`config.mk`:
```
export PLATFORM = sky130hd
export DESIGN_NAME = sysbus_arbiter
export DESIGN_NICKNAME = d
export VERILOG_FILES = /design/src/rtl/sysbus_pkg.sv /design/src/rtl/rr_pick.sv /design/src/rtl/sysbus_arbiter.sv
export SDC_FILE = /design/constraint.sdc
export NUM_CORES = 1
export LEC_CHECK = 0
export BUFFER_PORTS_ARGS = -buffer_cell sky130_fd_sc_hd__buf_4
export CAP_MARGIN = 0
export CELL_PAD_IN_SITES_DETAIL_PLACEMENT = 1
export CELL_PAD_IN_SITES_GLOBAL_PLACEMENT = 1
export CORE_AREA = 2 2 260 262
export CTS_CLUSTER_SIZE = 28
export DETAILED_ROUTE_END_ITERATION = 8
export DIE_AREA = 0 0 262 264
export PLACE_DENSITY = 0.48
export SYNTH_ARGS = -nofsm -noshare
export SYNTH_HDL_FRONTEND = slang
export SYNTH_SLANG_ARGS = --single-unit
```
`constraint.sdc`:
```
create_clock -name clk -period 5.3 [get_ports clk]
set_input_delay 1.325 -clock clk [delete_from_list [all_inputs] [get_ports clk]]
set_output_delay 1.325 -clock clk [all_outputs]
set_load 0.005 [all_outputs]
```
`src/rtl/sysbus_pkg.sv`:
```
`default_nettype none
// ============================================================================
// Module   : sysbus_pkg
// Purpose  : Shared definitions for the system-bus arbiter: bus command
//            encodings, the request FSM state type and the index-width
//            helper used to size the downstream tag.
// Revision : 1.0 - initial release
// ============================================================================
package sysbus_pkg;

    // Bus command encodings shared by the sysbus family of blocks.
    localparam logic [1:0] READ   = 2'd0;
    localparam logic [1:0] WRITE  = 2'd1;
    localparam logic [1:0] MEMORY = 2'd2;

    // Width of the per-client outstanding counters (limit is at most 15).
    localparam int CNT_W = 4;

    typedef enum logic [0:0] {
        REQ_IDLE = 1'b0,
        REQ_BUSY = 1'b1
    } req_state_e;

    // Bits needed to encode an index in 0..n-1; never less than one bit so
    // that the client index field always exists in the downstream tag.
    function automatic int clog2_w(input int n);
        int w;
        w = 1;
        while ((1 << w) < n) begin
            w = w + 1;
        end
        return w;
    endfunction

endpackage
`default_nettype wire

```
`src/rtl/rr_pick.sv`:
```
`default_nettype none
// ============================================================================
// Module   : rr_pick
// Purpose  : Combinational round-robin selector. Returns the first eligible
//            index at or after the pointer, wrapping modulo N_CLIENTS.
// Ports    : i_eligible - one bit per client
//            i_rr_ptr   - search start index (0..N_CLIENTS-1)
//            o_idx      - selected index (0 when nothing is eligible)
//            o_found    - at least one client is eligible
// Revision : 1.0 - initial release
// ============================================================================
module rr_pick
    import sysbus_pkg::*;
#(
    parameter int N_CLIENTS = 4,
    parameter int IDX_W     = clog2_w(N_CLIENTS)
) (
    input  logic [N_CLIENTS-1:0] i_eligible,
    input  logic [IDX_W-1:0]     i_rr_ptr,
    output logic [IDX_W-1:0]     o_idx,
    output logic                 o_found
);

    int               w_pos;
    logic [IDX_W-1:0] w_cand;

    // Scan from the farthest offset down to the pointer itself so the last
    // hit written is the one closest to the pointer.
    always_comb begin
        o_found = 1'b0;
        o_idx   = '0;
        w_pos   = 0;
        w_cand  = '0;
        for (int k = N_CLIENTS - 1; k >= 0; k--) begin
            w_pos = int'(i_rr_ptr) + k;
            if (w_pos >= N_CLIENTS) begin
                w_pos = w_pos - N_CLIENTS;
            end
            w_cand = IDX_W'(w_pos);
            if (i_eligible[w_cand]) begin
                o_found = 1'b1;
                o_idx   = w_cand;
            end
        end
    end

endmodule
`default_nettype wire

```
`src/rtl/sysbus_arbiter.sv`:
```
`default_nettype none
// ============================================================================
// Module   : sysbus_arbiter
// Purpose  : N-client to one-downstream bus arbiter. Round-robin grants a
//            whole request transaction to one client, prefixes the client
//            index onto the downstream tag, limits per-client outstanding
//            requests and routes responses back by the tag index.
// Ports    : clk, reset           - clock, synchronous active-high reset
//            c_req/c_reqtag/c_reqcyc/c_reqack     - client request ports
//            c_resp/c_resptag/c_respcyc/c_respack - client response ports
//            m_req/m_reqtag/m_reqcyc/m_reqack     - downstream request
//            m_resp/m_resptag/m_respcyc/m_respack - downstream response
//            tag_err             - sticky bad-index / counter-underflow flag
// Revision : 1.0 - initial release
// ============================================================================
module sysbus_arbiter
    import sysbus_pkg::*;
#(
    parameter  int DATA_WIDTH      = 64,
    parameter  int TAG_WIDTH       = 1,
    parameter  int N_CLIENTS       = 4,
    parameter  int MAX_OUTSTANDING = 2,
    localparam int IDX_W           = clog2_w(N_CLIENTS),
    localparam int DTAG_W          = TAG_WIDTH + IDX_W
) (
    input  logic                                 clk,
    input  logic                                 reset,
    input  logic [N_CLIENTS-1:0][DATA_WIDTH-1:0] c_req,
    input  logic [N_CLIENTS-1:0][TAG_WIDTH-1:0]  c_reqtag,
    input  logic [N_CLIENTS-1:0]                 c_reqcyc,
    output logic [N_CLIENTS-1:0]                 c_reqack,
    output logic [N_CLIENTS-1:0][DATA_WIDTH-1:0] c_resp,
    output logic [N_CLIENTS-1:0][TAG_WIDTH-1:0]  c_resptag,
    output logic [N_CLIENTS-1:0]                 c_respcyc,
    input  logic [N_CLIENTS-1:0]                 c_respack,
    output logic [DATA_WIDTH-1:0]                m_req,
    output logic [DTAG_W-1:0]                    m_reqtag,
    output logic                                 m_reqcyc,
    input  logic                                 m_reqack,
    input  logic [DATA_WIDTH-1:0]                m_resp,
    input  logic [DTAG_W-1:0]                    m_resptag,
    input  logic                                 m_respcyc,
    output logic                                 m_respack,
    output logic                                 tag_err
);

    req_state_e                         state_q, state_d;
    logic [IDX_W-1:0]                   grant_q, grant_d;
    logic [IDX_W-1:0]                   rr_ptr_q, rr_ptr_d;
    logic                               beat_seen_q, beat_seen_d;
    logic [N_CLIENTS-1:0][CNT_W-1:0]    outstanding_q, outstanding_d;
    logic                               tag_err_q, tag_err_d;
    logic                               resp_live_q, resp_live_d;
    logic [IDX_W-1:0]                   resp_idx_q, resp_idx_d;

    logic [N_CLIENTS-1:0] w_eligible;
    logic [IDX_W-1:0]     w_pick_idx;
    logic                 w_pick_found;
    logic                 w_gnt_cyc;
    logic                 w_busy;
    logic                 w_req_done;
    logic [IDX_W-1:0]     w_rsp_idx;
    logic                 w_rsp_idx_ok;
    logic                 w_resp_end;
    logic                 w_underflow;
    logic                 w_inc_hit;
    logic                 w_dec_hit;

    // ---------------------------------------------------------------- arbiter
    always_comb begin
        for (int i = 0; i < N_CLIENTS; i++) begin
            w_eligible[i] = c_reqcyc[i] &&
                            (outstanding_q[i] < CNT_W'(MAX_OUTSTANDING));
        end
    end

    rr_pick #(
        .N_CLIENTS (N_CLIENTS),
        .IDX_W     (IDX_W)
    ) u_rr_pick (
        .i_eligible (w_eligible),
        .i_rr_ptr   (rr_ptr_q),
        .o_idx      (w_pick_idx),
        .o_found    (w_pick_found)
    );

    assign w_gnt_cyc = c_reqcyc[grant_q];

    always_comb begin
        state_d     = state_q;
        grant_d     = grant_q;
        rr_ptr_d    = rr_ptr_q;
        beat_seen_d = beat_seen_q;
        w_req_done  = 1'b0;
        case (state_q)
            REQ_IDLE: begin
                if (w_pick_found) begin
                    state_d     = REQ_BUSY;
                    grant_d     = w_pick_idx;
                    beat_seen_d = 1'b0;
                end
            end
            REQ_BUSY: begin
                if (!w_gnt_cyc) begin
                    state_d     = REQ_IDLE;
                    rr_ptr_d    = (grant_q == IDX_W'(N_CLIENTS - 1)) ?
                                  '0 : grant_q + IDX_W'(1);
                    // Zero-beat aborts never reached downstream, so they
                    // must not consume an outstanding slot.
                    w_req_done  = beat_seen_q;
                    beat_seen_d = 1'b0;
                end else if (m_reqack) begin
                    beat_seen_d = 1'b1;
                end
            end
            default: begin
                state_d = REQ_IDLE;
            end
        endcase
    end

    // Request outputs are forced quiet while reset is high so an in-flight
    // transaction is cut off in the reset cycle itself.
    assign w_busy   = (state_q == REQ_BUSY) && !reset;
    assign m_req    = c_req[grant_q];
    assign m_reqtag = {grant_q, c_reqtag[grant_q]};
    assign m_reqcyc = w_busy && w_gnt_cyc;

    always_comb begin
        for (int i = 0; i < N_CLIENTS; i++) begin
            c_reqack[i] = w_busy && (grant_q == IDX_W'(i)) && m_reqack;
        end
    end

    // ----------------------------------------------------------- response path
    assign w_rsp_idx    = m_resptag[DTAG_W-1:TAG_WIDTH];
    assign w_rsp_idx_ok = ({1'b0, w_rsp_idx} < (IDX_W + 1)'(N_CLIENTS));

    always_comb begin
        // An out-of-range index has no client to stall it, so it is sunk.
        m_respack = m_respcyc && !w_rsp_idx_ok;
        for (int i = 0; i < N_CLIENTS; i++) begin
            c_respcyc[i] = 1'b0;
            c_resp[i]    = '0;
            c_resptag[i] = '0;
            if (w_rsp_idx_ok && (w_rsp_idx == IDX_W'(i))) begin
                c_respcyc[i] = m_respcyc;
                c_resp[i]    = m_resp;
                c_resptag[i] = m_resptag[TAG_WIDTH-1:0];
                m_respack    = c_respack[i];
            end
        end
    end

    // A response transaction ends the first cycle its valid, in-range run is
    // no longer continuing with the same index.
    assign resp_live_d = m_respcyc && w_rsp_idx_ok;
    assign resp_idx_d  = w_rsp_idx;
    assign w_resp_end  = resp_live_q &&
                         !(m_respcyc && w_rsp_idx_ok && (w_rsp_idx == resp_idx_q));

    // ----------------------------------------------------- outstanding counters
    always_comb begin
        outstanding_d = outstanding_q;
        w_underflow   = 1'b0;
        w_inc_hit     = 1'b0;
        w_dec_hit     = 1'b0;
        for (int i = 0; i < N_CLIENTS; i++) begin
            w_inc_hit = w_req_done && (grant_q == IDX_W'(i));
            w_dec_hit = w_resp_end && (resp_idx_q == IDX_W'(i));
            if (w_inc_hit && !w_dec_hit) begin
                outstanding_d[i] = outstanding_q[i] + CNT_W'(1);
            end else if (w_dec_hit && !w_inc_hit) begin
                if (outstanding_q[i] == '0) begin
                    w_underflow = 1'b1;
                end else begin
                    outstanding_d[i] = outstanding_q[i] - CNT_W'(1);
                end
            end
        end
    end

    assign tag_err_d = tag_err_q || (m_respcyc && !w_rsp_idx_ok) || w_underflow;
    assign tag_err   = tag_err_q;

    // ---------------------------------------------------------------- registers
    always_ff @(posedge clk) begin
        if (reset) begin
            state_q       <= REQ_IDLE;
            grant_q       <= '0;
            rr_ptr_q      <= '0;
            beat_seen_q   <= 1'b0;
            outstanding_q <= '0;
            tag_err_q     <= 1'b0;
            resp_live_q   <= 1'b0;
            resp_idx_q    <= '0;
        end else begin
            state_q       <= state_d;
            grant_q       <= grant_d;
            rr_ptr_q      <= rr_ptr_d;
            beat_seen_q   <= beat_seen_d;
            outstanding_q <= outstanding_d;
            tag_err_q     <= tag_err_d;
            resp_live_q   <= resp_live_d;
            resp_idx_q    <= resp_idx_d;
        end
    end

endmodule
`default_nettype wire

```
==> Word-level counts from Yosys, hierarchy flattened <==
Cells that the tools add are included.
{ "word_totals": {"regBits": 26, "inputBits": 339, "output_inout_bits": 338, "word_cells": 195} }
{ "classes": {"addsub": 16, "n_lt_le_gt_ge": 13, "n_eq_ne": 16, "muxes": 76, "bitwise": 2, "reduce_logical": 61} }
{ "op_table": {"columns": ["operator", "count"], "rows": [
  ["$mux W64", 5],
  ["$bmux W64 S2", 1],
  ["$mux W4", 12],
  ["$mux W1", 41],
  ["$logic_and A1 B1 Y1", 32],
  ["$mux W2", 9],
  ["$add A4 B1 Y4 const B", 4],
  ["$logic_not A4 Y1", 4],
  ["$lt A4 B2 Y1 const B", 4],
  ["$sub A4 B1 Y4 const B", 4],
  ["$lt A2 B3 Y1 const B", 5],
  ["$reduce_and A2 Y1", 7],
  ["$bmux W1 S2", 6],
  ["$eq A2 B2 Y1 const B", 6],
  ["$logic_not A1 Y1", 10],
  ["$ge A3 B3 Y1 const B", 3],
  ["$ne A2 B2 Y1 const B", 4],
  ["$reduce_bool A2 Y1", 4],
  ["$sub A2 B1 Y2 const B", 4],
  ["$add A2 B2 Y3 const B", 2],
  ["$eq A2 B1 Y1 const B", 3],
  ["$logic_not A2 Y1", 3],
  ["$pmux W1 S2", 2],
  ["$add A2 B1 Y3 const B", 1],
  ["other kinds (7)", 8]
]} }

==> Longest topological paths before layout <==
Gate-level depths: netlist of the first run.
{ "logic_depth": {"ltp_word": 19, "ltp_mapped": 14, "ltp_nobuf": 11} }

==> Modules after synthesis <==
From an unflattened synthesis of the first run, not the netlist that was laid out.
{ "unflattened": {"cells_unflattened": 615, "area_unflattened_um2": 5237.5} }
{ "modules_own_cells": {"columns": ["mod", "n_inst", "cells_each", "area_per_inst_um2"], "rows": [
  ["sysbus_arbiter", 1, 602, 5159.9],
  ["rr_pick", 1, 13, 77.6]
]} }

==> Worst setup path after synthesis of the first run <==
OpenSTA, ideal clock, no wires.
{ "synth_path": {"kind": "input -> register", "from": "input c_reqcyc[3]", "to": "register outstanding_q[3] in the netlist's numbering", "setup_ns": 0.062, "t_arrival_ns": 3.474, "setup_slack_ns": 1.764, "path_stages": 10, "cell_sequence": "mux4_2 nor2_4 and3_1 ha_1 inv_1 ha_1 a21o_1 a2111oi_0 a211oi_1 nand3_1"} }
{ "synth_between": {"elab_chain_len": 9, "word_cells_on_any_way": 12} }
{ "synth_lines": {"columns": ["item", "line", "rtl"], "rows": [
  ["start: declaration", "sysbus_arbiter.sv:30", "input logic [N_CLIENTS-1:0] c_reqcyc,"],
  ["$bmux W1 S2 *", "sysbus_arbiter.sv:87", "assign w_gnt_cyc = c_reqcyc[grant_q];"],
  ["$mux W1 (implied by the code) *", "sysbus_arbiter.sv:87", null],
  ["$mux W1 *", "sysbus_arbiter.sv:104", "if (!w_gnt_cyc) begin"],
  ["$mux W1 *", "sysbus_arbiter.sv:95", "case (state_q)"],
  ["$logic_and A1 B1 Y1 *", "sysbus_arbiter.sv:169", "w_inc_hit = w_req_done && (grant_q == IDX_W'(i));"],
  ["$logic_not A1 Y1", "sysbus_arbiter.sv:173", "end else if (w_dec_hit && !w_inc_hit) begin"],
  ["$logic_and A1 B1 Y1", "sysbus_arbiter.sv:173", null],
  ["$reduce_bool A2 Y1 (no line)", null, null],
  ["$reduce_and A2 Y1 (no line)", null, null],
  ["end signal: assignment", "sysbus_arbiter.sv:202", "outstanding_q <= outstanding_d;"],
  ["end: declaration", "sysbus_arbiter.sv:51", "logic [N_CLIENTS-1:0][CNT_W-1:0] outstanding_q, outstanding_d;"]
]} }
Every way passes the cells marked *; elsewhere a longest branch is shown, timed or not. The select of a mux whose other input is x is not followed.
A chain may end at the register's enable or synchronous reset.

==> impl_metrics.csv, run 1 <==
group,metric,value,unit
timing,clock-skew-final,0.01052,ns
worst_setup_path,critPathSlowestCell,"nor2_4",
timing,fin_ws,1.008,ns
placement,dp_slack,0.9217,ns
drt,drt_pass1_iterations,4,
worst_setup_path,cp-end-kind,"output pin",
final_layout,area_delta_synth_final,116.3,%
status,status,"completed",
worst_setup_path,crit_required,3.97,ns
worst_setup_path,max_stage_delay,0.53,ns
placement,io_buffers,676,
worst_setup_path,cp-start-kind,"primary input",
yosys,synth_nets,976,
worst_hold_path,hold_class,"reg -> reg",
drt,vias,7738,
grt,grt_pass1_wl,64360,µm
cts,cts_resized,0,
drt,drtIter0Drc,271,
timing,tns,0,ns
worst_hold_path,hp-start,"rr_ptr_q[0]",
die,num_rows,95,
timing,slew_violations,0,
power,power.density,114.3,nW/µm²
worst_setup_path,critPathBufInv,3,
cts,cts_max_path_buffers,2,
yosys,yosysSeqAreaShare,0.09802,
cts,cts_buffers,3,
grt,grt_max_degree,62,
grt,antenna_found_initial,8,
worst_setup_path,r2r_end,"outstanding_q[11]",
worst_setup_path,path_cells,"buf_4, nor2_4, buf_4, and2_1, buf_4",
yosys,yosysUniqueCellTypes,45,
cts,root_buffer,"clkbuf_16",
yosys,synth_cells,613,
yosys,synthArstFlopShare,0,
drt,drt_wl_total,48250,µm
die,core_area,66560,µm²
timing,slew_headroom,0.4608,
timing,period_share,0.8099,
worst_setup_path,r2r_setup_slack,1.82,ns
cts,cts_tree,"yes",
grt,gr-total-overflow,0,
drt,post_drt_via_cell_ratio,3.645,
cts,postCtsSetupBuffers,0,
timing,hold_violations,0,
die,die_y,264,µm
cts,clock-sinks,26,
worst_setup_path,path_common_cell,"buf_4",
drt,ant_nets,0,
timing,finalSetupViolations,0,
worst_setup_path,timing.rr.start,"grant_q[0]",
final_layout,layout-drive-gt1-share,0.6172,
drt,post_drt_wl_per_cell,22.73,µm
grt,first_global_vias,8499,
die,die_width,262,µm
grt,track_usage,0.1295,
timing,rsz0062_at_grt,"no",
power,power_leakage,5.588,nW
timing,min_period,4.292,ns
die,initial_core_util,0.07977,
worst_setup_path,crit_family,"buffers and inverters",
worst_setup_path,cp_max_fo,57,
timing,tightest_slew,0.7975,ns
cts,worstSkewPairLatency,0.27,ns
timing,hold_slack,0.5320,ns
drt,drc_errors,0,
yosys,syn_area,5310,µm²
placement,gp_congestion,0.7955,
timing,timing.fmax,0.2330,GHz
worst_hold_path,hold-path-endpoint,"rr_ptr_q[0]",
cts,h-tree-depth,1,
yosys,ys_warn_count,0,
cts,hold_buffers,0,
run,max-cap-violations,0,
worst_setup_path,crit_type,"in -> out",
yosys,syn_area_per_cell,8.662,µm²
power,vdd_ir_drop_max,91.36,µV
die,die-area,69170,µm²
cts,clkTransAtPathRegs,0.08,ns
yosys,ys_ff_latch,26,
worst_hold_path,worstHoldPathCells,2,
final_layout,nets,1610,
final_layout,nFillCells,7953,
worst_setup_path,r2r_cells,11,
yosys,synth_edf_count,0,
die,io-pin-count,677,
placement,place_hpwl,42020,µm
final_layout,final_common_cell,"buf_4",
final_layout,final_cell_mix,"buf_4 (683), and2_1 (202), and3_1 (67), mux4_2 (67), dfxtp_1 (24)",
yosys,synth-main-ff-cell,"dfxtp_1",
worst_setup_path,arrival,2.97,ns
layout make-up:
class / count / area [µm²] / area share
antenna: 4 / 10.01 / 0.0008716
clock buffer: 3 / 75.07 / 0.006537
clock inverter: 1 / 30.03 / 0.002615
inverter: 17 / 63.81 / 0.005556
multi-input combinational: 514 / 4518 / 0.3934
sequential: 26 / 528.0 / 0.04597
tap: 873 / 1092 / 0.09511
timing repair buffer: 685 / 5167 / 0.4499
layer usage:
layer | GRT usage | share of wire | vias to the layer above
met5 | 0 | 0 | -
li1 | - | - | 3480
met3 | 0.02245 | 0.077 | 20
met2 | 0.2733 | 0.57 | 455
met4 | 0.01451 | 0.0093 | 0
met1 | 0.1314 | 0.34 | 3783
metrics by stage:
step                      power (W)  cells  cell area (µm²)  utilization
final                      0.001313   2123            11480       0.1725
after detailed placement   0.001108   2115            11370       0.1708
after global placement     0.001109   2115            11370       0.1708
after global routing       0.001390   2119            11470       0.1724
after CTS                  0.001351   2119            11470       0.1724
after floorplan           0.0004998    613             5310            -
worst max-delay path by stage:
| stage | from | to | slack, ns | cells past startpoint |
|---|---|---|---|---|
| 3_3_place_gp | m_resptag[1] | outstanding_q[7] | 0.83 | 11 |
| 6_report | m_resptag[2] | c_resp[17] | 1.01 | 5 |
| 3_5_place_dp | m_resptag[2] | c_resp[17] | 0.92 | 5 |
| 5_1_grt | m_resptag[2] | c_resp[5] | 0.81 | 5 |
| 2_1_floorplan | c_reqcyc[3] | outstanding_q[3] | 1.76 | 10 |
| 4_1_cts | m_resptag[2] | c_resp[17] | 0.92 | 5 |
sequential cells by signal (all words and copies together) (netlist names):
register / cells
rr_ptr_q: 2
beat_seen_q: 1
resp_live_q: 1
resp_idx_q: 2
grant_q: 2
outstanding_q: 16
state_q: 1
tag_err: 1
cells in the mapped netlist, types with 2 or more instances:
library cell | number | area [µm²]
and3_1 | 67 | 419.2
nand2_1 | 18 | 67.56
mux2i_1 | 4 | 40.04
buf_2 | 10 | 50.05
nor3b_1 | 4 | 30.03
a21o_1 | 8 | 60.06
nor3_1 | 13 | 65.06
clkbuf_1 | 39 | 146.4
ha_1 | 20 | 250.2
a2111oi_0 | 4 | 35.03
mux4_2 | 67 | 1509
nand2b_1 | 2 | 12.51
o221ai_1 | 2 | 17.52
buf_1 | 5 | 18.77
nor4b_4 | 2 | 47.55
buf_4 | 2 | 15.01
fa_1 | 4 | 80.08
nand3_1 | 18 | 90.09
o21ai_0 | 2 | 10.01
dfxtp_1 | 26 | 520.5
xnor2_1 | 4 | 35.03
nor2_1 | 19 | 71.32
and3b_1 | 3 | 26.28
a21oi_1 | 16 | 80.08
inv_1 | 17 | 63.81
nor2b_1 | 6 | 37.54
a211oi_1 | 9 | 67.56
or3_1 | 3 | 18.77
and2_1 | 202 | 1264
nor4b_1 | 2 | 17.52
kinds of logic (layout without fill, tap and decap cells):
| family | count (synthesis) | count (layout) | synth area share |
|---|---|---|---|
| xor gates and xnor gates | 4 | 4 | 0.006597 |
| AOI/OAI and AO/OA | 49 | 49 | 0.06503 |
| other | 0 | 4 | 0 |
| buffers and inverters | 73 | 706 | 0.05537 |
| and+or+nand+nor | 366 | 366 | 0.4211 |
| DFF | 26 | 26 | 0.09802 |
| muxes | 71 | 71 | 0.2917 |
| adders and majority gates | 24 | 24 | 0.06221 |
where the power goes:
group / leakage [nW] / switching, W / internal (W)
logic: 5.32 / 0.000360 / 0.000493
registers: 0.213 / 0.0000280 / 0.000201
clock network: 0.0511 / 0.0000801 / 0.000151
total: 5.59 / 0.000468 / 0.000845
worst register-to-register path, stage by stage, from the launching register on:
cell and delay, ns:
dfxtp_4 0.80, mux4_2 0.67, nor2_4 0.18, nand3_1 0.15
inv_1 0.09, ha_1 0.23, inv_1 0.13, ha_1 0.29
a21o_1 0.20, a2111oi_0 0.49, a211oi_1 0.10, nand3_1 0.10
No activity file was read; power rests on OpenSTA's default activity.
==> inputs of run 2 (changes only) <==
- CORE_AREA: 2 2 260 262 -> 2 2 266 268
- DIE_AREA: 0 0 262 264 -> 0 0 268 270
- PLACE_DENSITY: 0.48 -> 0.47
- clock period: 5.3 -> 4.1 ns (I/O delays scaled with it)
==> run 2 against run 1 <==
  * Non-clock buffer count is the same
  * Sequential power grew 21%
  * Critical path depth grew 8
  * Flip-flop and latch count is the same
  * Count of clock-buffer cells in the layout grew 1
  * Clock power is essentially flat
  * Global-route usage is essentially flat
  * Routed wire length grew 3.9%
  * Die area grew 4.6%
  * Utilization shrank 0.69 points
  * Cell count grew 3.0%
  * Highest routed layer is now met5
==> impl_metrics.csv, run 2 (same netlist as run 1, synthesis figures left out) <==
group,metric,value,unit
grt,use_met3,0.02425,
worst_setup_path,critPathSlowestCell,"mux4_2",
grt,antenna_found_initial,10,
power,vdd_ir_drop_max,104.7,µV
grt,gr-total-overflow,0,
worst_setup_path,crit_family,"compound AO/OA/AOI/OAI gates",
worst_setup_path,crit_required,4.31,ns
cts,clock-sinks,26,
cts,h-tree-depth,1,
power,switching_power,0.0006125,W
drt,drtIter0Drc,263,
final_layout,nets,1610,
timing,tns,0,ns
placement,placed_area,11440,µm²
power,power.total,0.001643,W
placement,place_hpwl,43660,µm
cts,worstSkewPairLatency,0.27,ns
cts,root_buffer,"clkbuf_16",
final_layout,final_common_cell,"buf_4",
grt,gr-usage-met1,0.1328,
worst_setup_path,max_stage_delay,0.55,ns
cts,cts_max_path_buffers,2,
power,pwr-share-comb,0.688,
power,internal_power,0.001031,W
grt,track_usage,0.1298,
final_layout,regMostFlops,"outstanding_q",
power,power.density,142.6,nW/µm²
drt,ant_nets,0,
drt,post_drt_via_cell_ratio,3.521,
timing,clock-skew-final,0.006166,ns
final_layout,multi_input_area,4518,µm²
grt,gr-max-usage-layer,"met2",
cts,postCtsSetupBuffers,0,
timing,finalSetupViolations,0,
worst_setup_path,cp_max_fo,6,
cts,hold_buffers,0,
cts,cts_tree,"yes",
die,die-area,72360,µm²
die,die_y,270,µm
die,initial_core_util,0.07636,
final_layout,antenna_cells,0,
worst_setup_path,cp-end-kind,"flip-flop",
cts,clkTransAtPathRegs,0.07,ns
grt,grt_max_degree,72,
power,share_seq_of_total_power,0.169,
grt,grt_pass1_wl,66740,µm
timing,period_share,0.8722,
placement,io_buffers,676,
run,max-cap-violations,0,
drt,drt_wl_total,50140,µm
cts,cts_resized,0,
final_layout,nFillCells,8361,
grt,first_global_vias,8472,
drt,vias,7696,
power,power.share.switching,0.3728,
timing,tightest_slew,0.8823,ns
worst_hold_path,hold_class,"reg -> reg",
timing,slew_headroom,0.4035,
die,num_rows,97,
final_layout,final_cell_mix,"buf_4 (684), and2_1 (202), and3_1 (67), mux4_2 (67), dfxtp_1 (24)",
cts,cts_buffers,3,
worst_setup_path,crit_type,"in -> reg",
power,clock_power_share,0.143,
final_layout,finalInstanceArea,11520,µm²
drt,post_drt_wl_per_cell,22.94,µm
final_layout,largest_register_ffs,16,
worst_setup_path,cp-start-kind,"primary input",
worst_setup_path,path_cells,"buf_4, mux4_2, nor2_4, buf_4, nand3_1, inv_1, ha_1, inv_1, ha_1, a21o_1, a2111oi_0, a211oi_1, nand3_1",
timing,hold_violations,0,
placement,gp_congestion,0.7797,
final_layout,area_delta_synth_final,116.9,%
die,io-pin-count,677,
final_layout,layout-drive-gt1-share,0.6164,
status,status,"completed",
timing,timing.fmax,0.2796,GHz
drt,drc_errors,0,
drt,drt_pass1_iterations,4,
final_layout,seqCellArea,528.0,µm²
grt,use_met2,0.2690,
timing,slew_violations,0,
worst_setup_path,arrival,3.78,ns
die,die_width,268,µm
die,core_area,69540,µm²
worst_setup_path,critPathBufInv,4,
timing,min_period,3.576,ns
power,power_leakage,5.571,nW
timing,rsz0062_at_grt,"no",
-- run 2: changes by cell type in the layout (fill, tap and decap cells not counted), sizes merged --
cell / delta
diode: -4
clkbuf: +1
bufinv: -1
-- run 2: layout make-up --
cell class / count / share of cell area
timing repair buffer: 685 / 0.4475
multi-input combinational: 514 / 0.3922
tap: 940 / 0.1021
sequential: 26 / 0.04583
clock buffer: 4 / 0.006843
inverter: 17 / 0.005539
-- run 2: worst paths after layout --
path / to / slack, ns / cells after the start / startpoint
setup reg to reg: outstanding_q[11] / 0.81 / 12 / grant_q[1]
setup / recovery: outstanding_q[11] / 0.52 / 13 / c_reqcyc[3]
hold / removal: rr_ptr_q[0] / 0.56 / 2 / rr_ptr_q[0]
hold reg to reg: rr_ptr_q[0] / 0.56 / 2 / rr_ptr_q[0]
-- run 2: power groups by stage --
stage | sequential, W | combinational [W] | clock [W]
after global placement | 0.000284 | 0.00116 | 0
after global routing | 0.000280 | 0.00120 | 0.000255
after CTS | 0.000278 | 0.00117 | 0.000243
final | 0.000278 | 0.00113 | 0.000234
after floorplan | 0.000271 | 0.000375 | 0
after detailed placement | 0.000284 | 0.00115 | 0
-- run 2: per-layer routing --
layer | part of all wire | wire length [µm] | vias up
met2 | 0.56 | 27970 | 439
met4 | 0.012 | 615 | 8
met5 | 0.00098 | 49 | -
li1 | - | - | 3465
met1 | 0.36 | 17940 | 3755
met3 | 0.071 | 3563 | 29
-- run 2: per-stage QoR --
stage | worst slack (ns) | utilization | cells | hold WS [ns]
floorplan | 0.8642 | - | 613 | 0.4752
global placement | 0.4649 | 0.1645 | 2182 | 0.5130
global route | 0.4042 | 0.1657 | 2186 | 0.5963
detailed placement | 0.3037 | 0.1645 | 2182 | 0.5404
CTS | 0.5710 | 0.1657 | 2186 | 0.5512
finish | 0.5240 | 0.1657 | 2186 | 0.5580
-- run 2: worst register-to-register path: stages, from the launching register on --
cell and delay (ns):
dfxtp_4 0.67, mux4_2 0.47, nor2_4 0.11, buf_4 0.14
nand3_1 0.11, inv_1 0.08, ha_1 0.25, inv_1 0.14
ha_1 0.30, a21o_1 0.21, a2111oi_0 0.52, a211oi_1 0.11
nand3_1 0.11
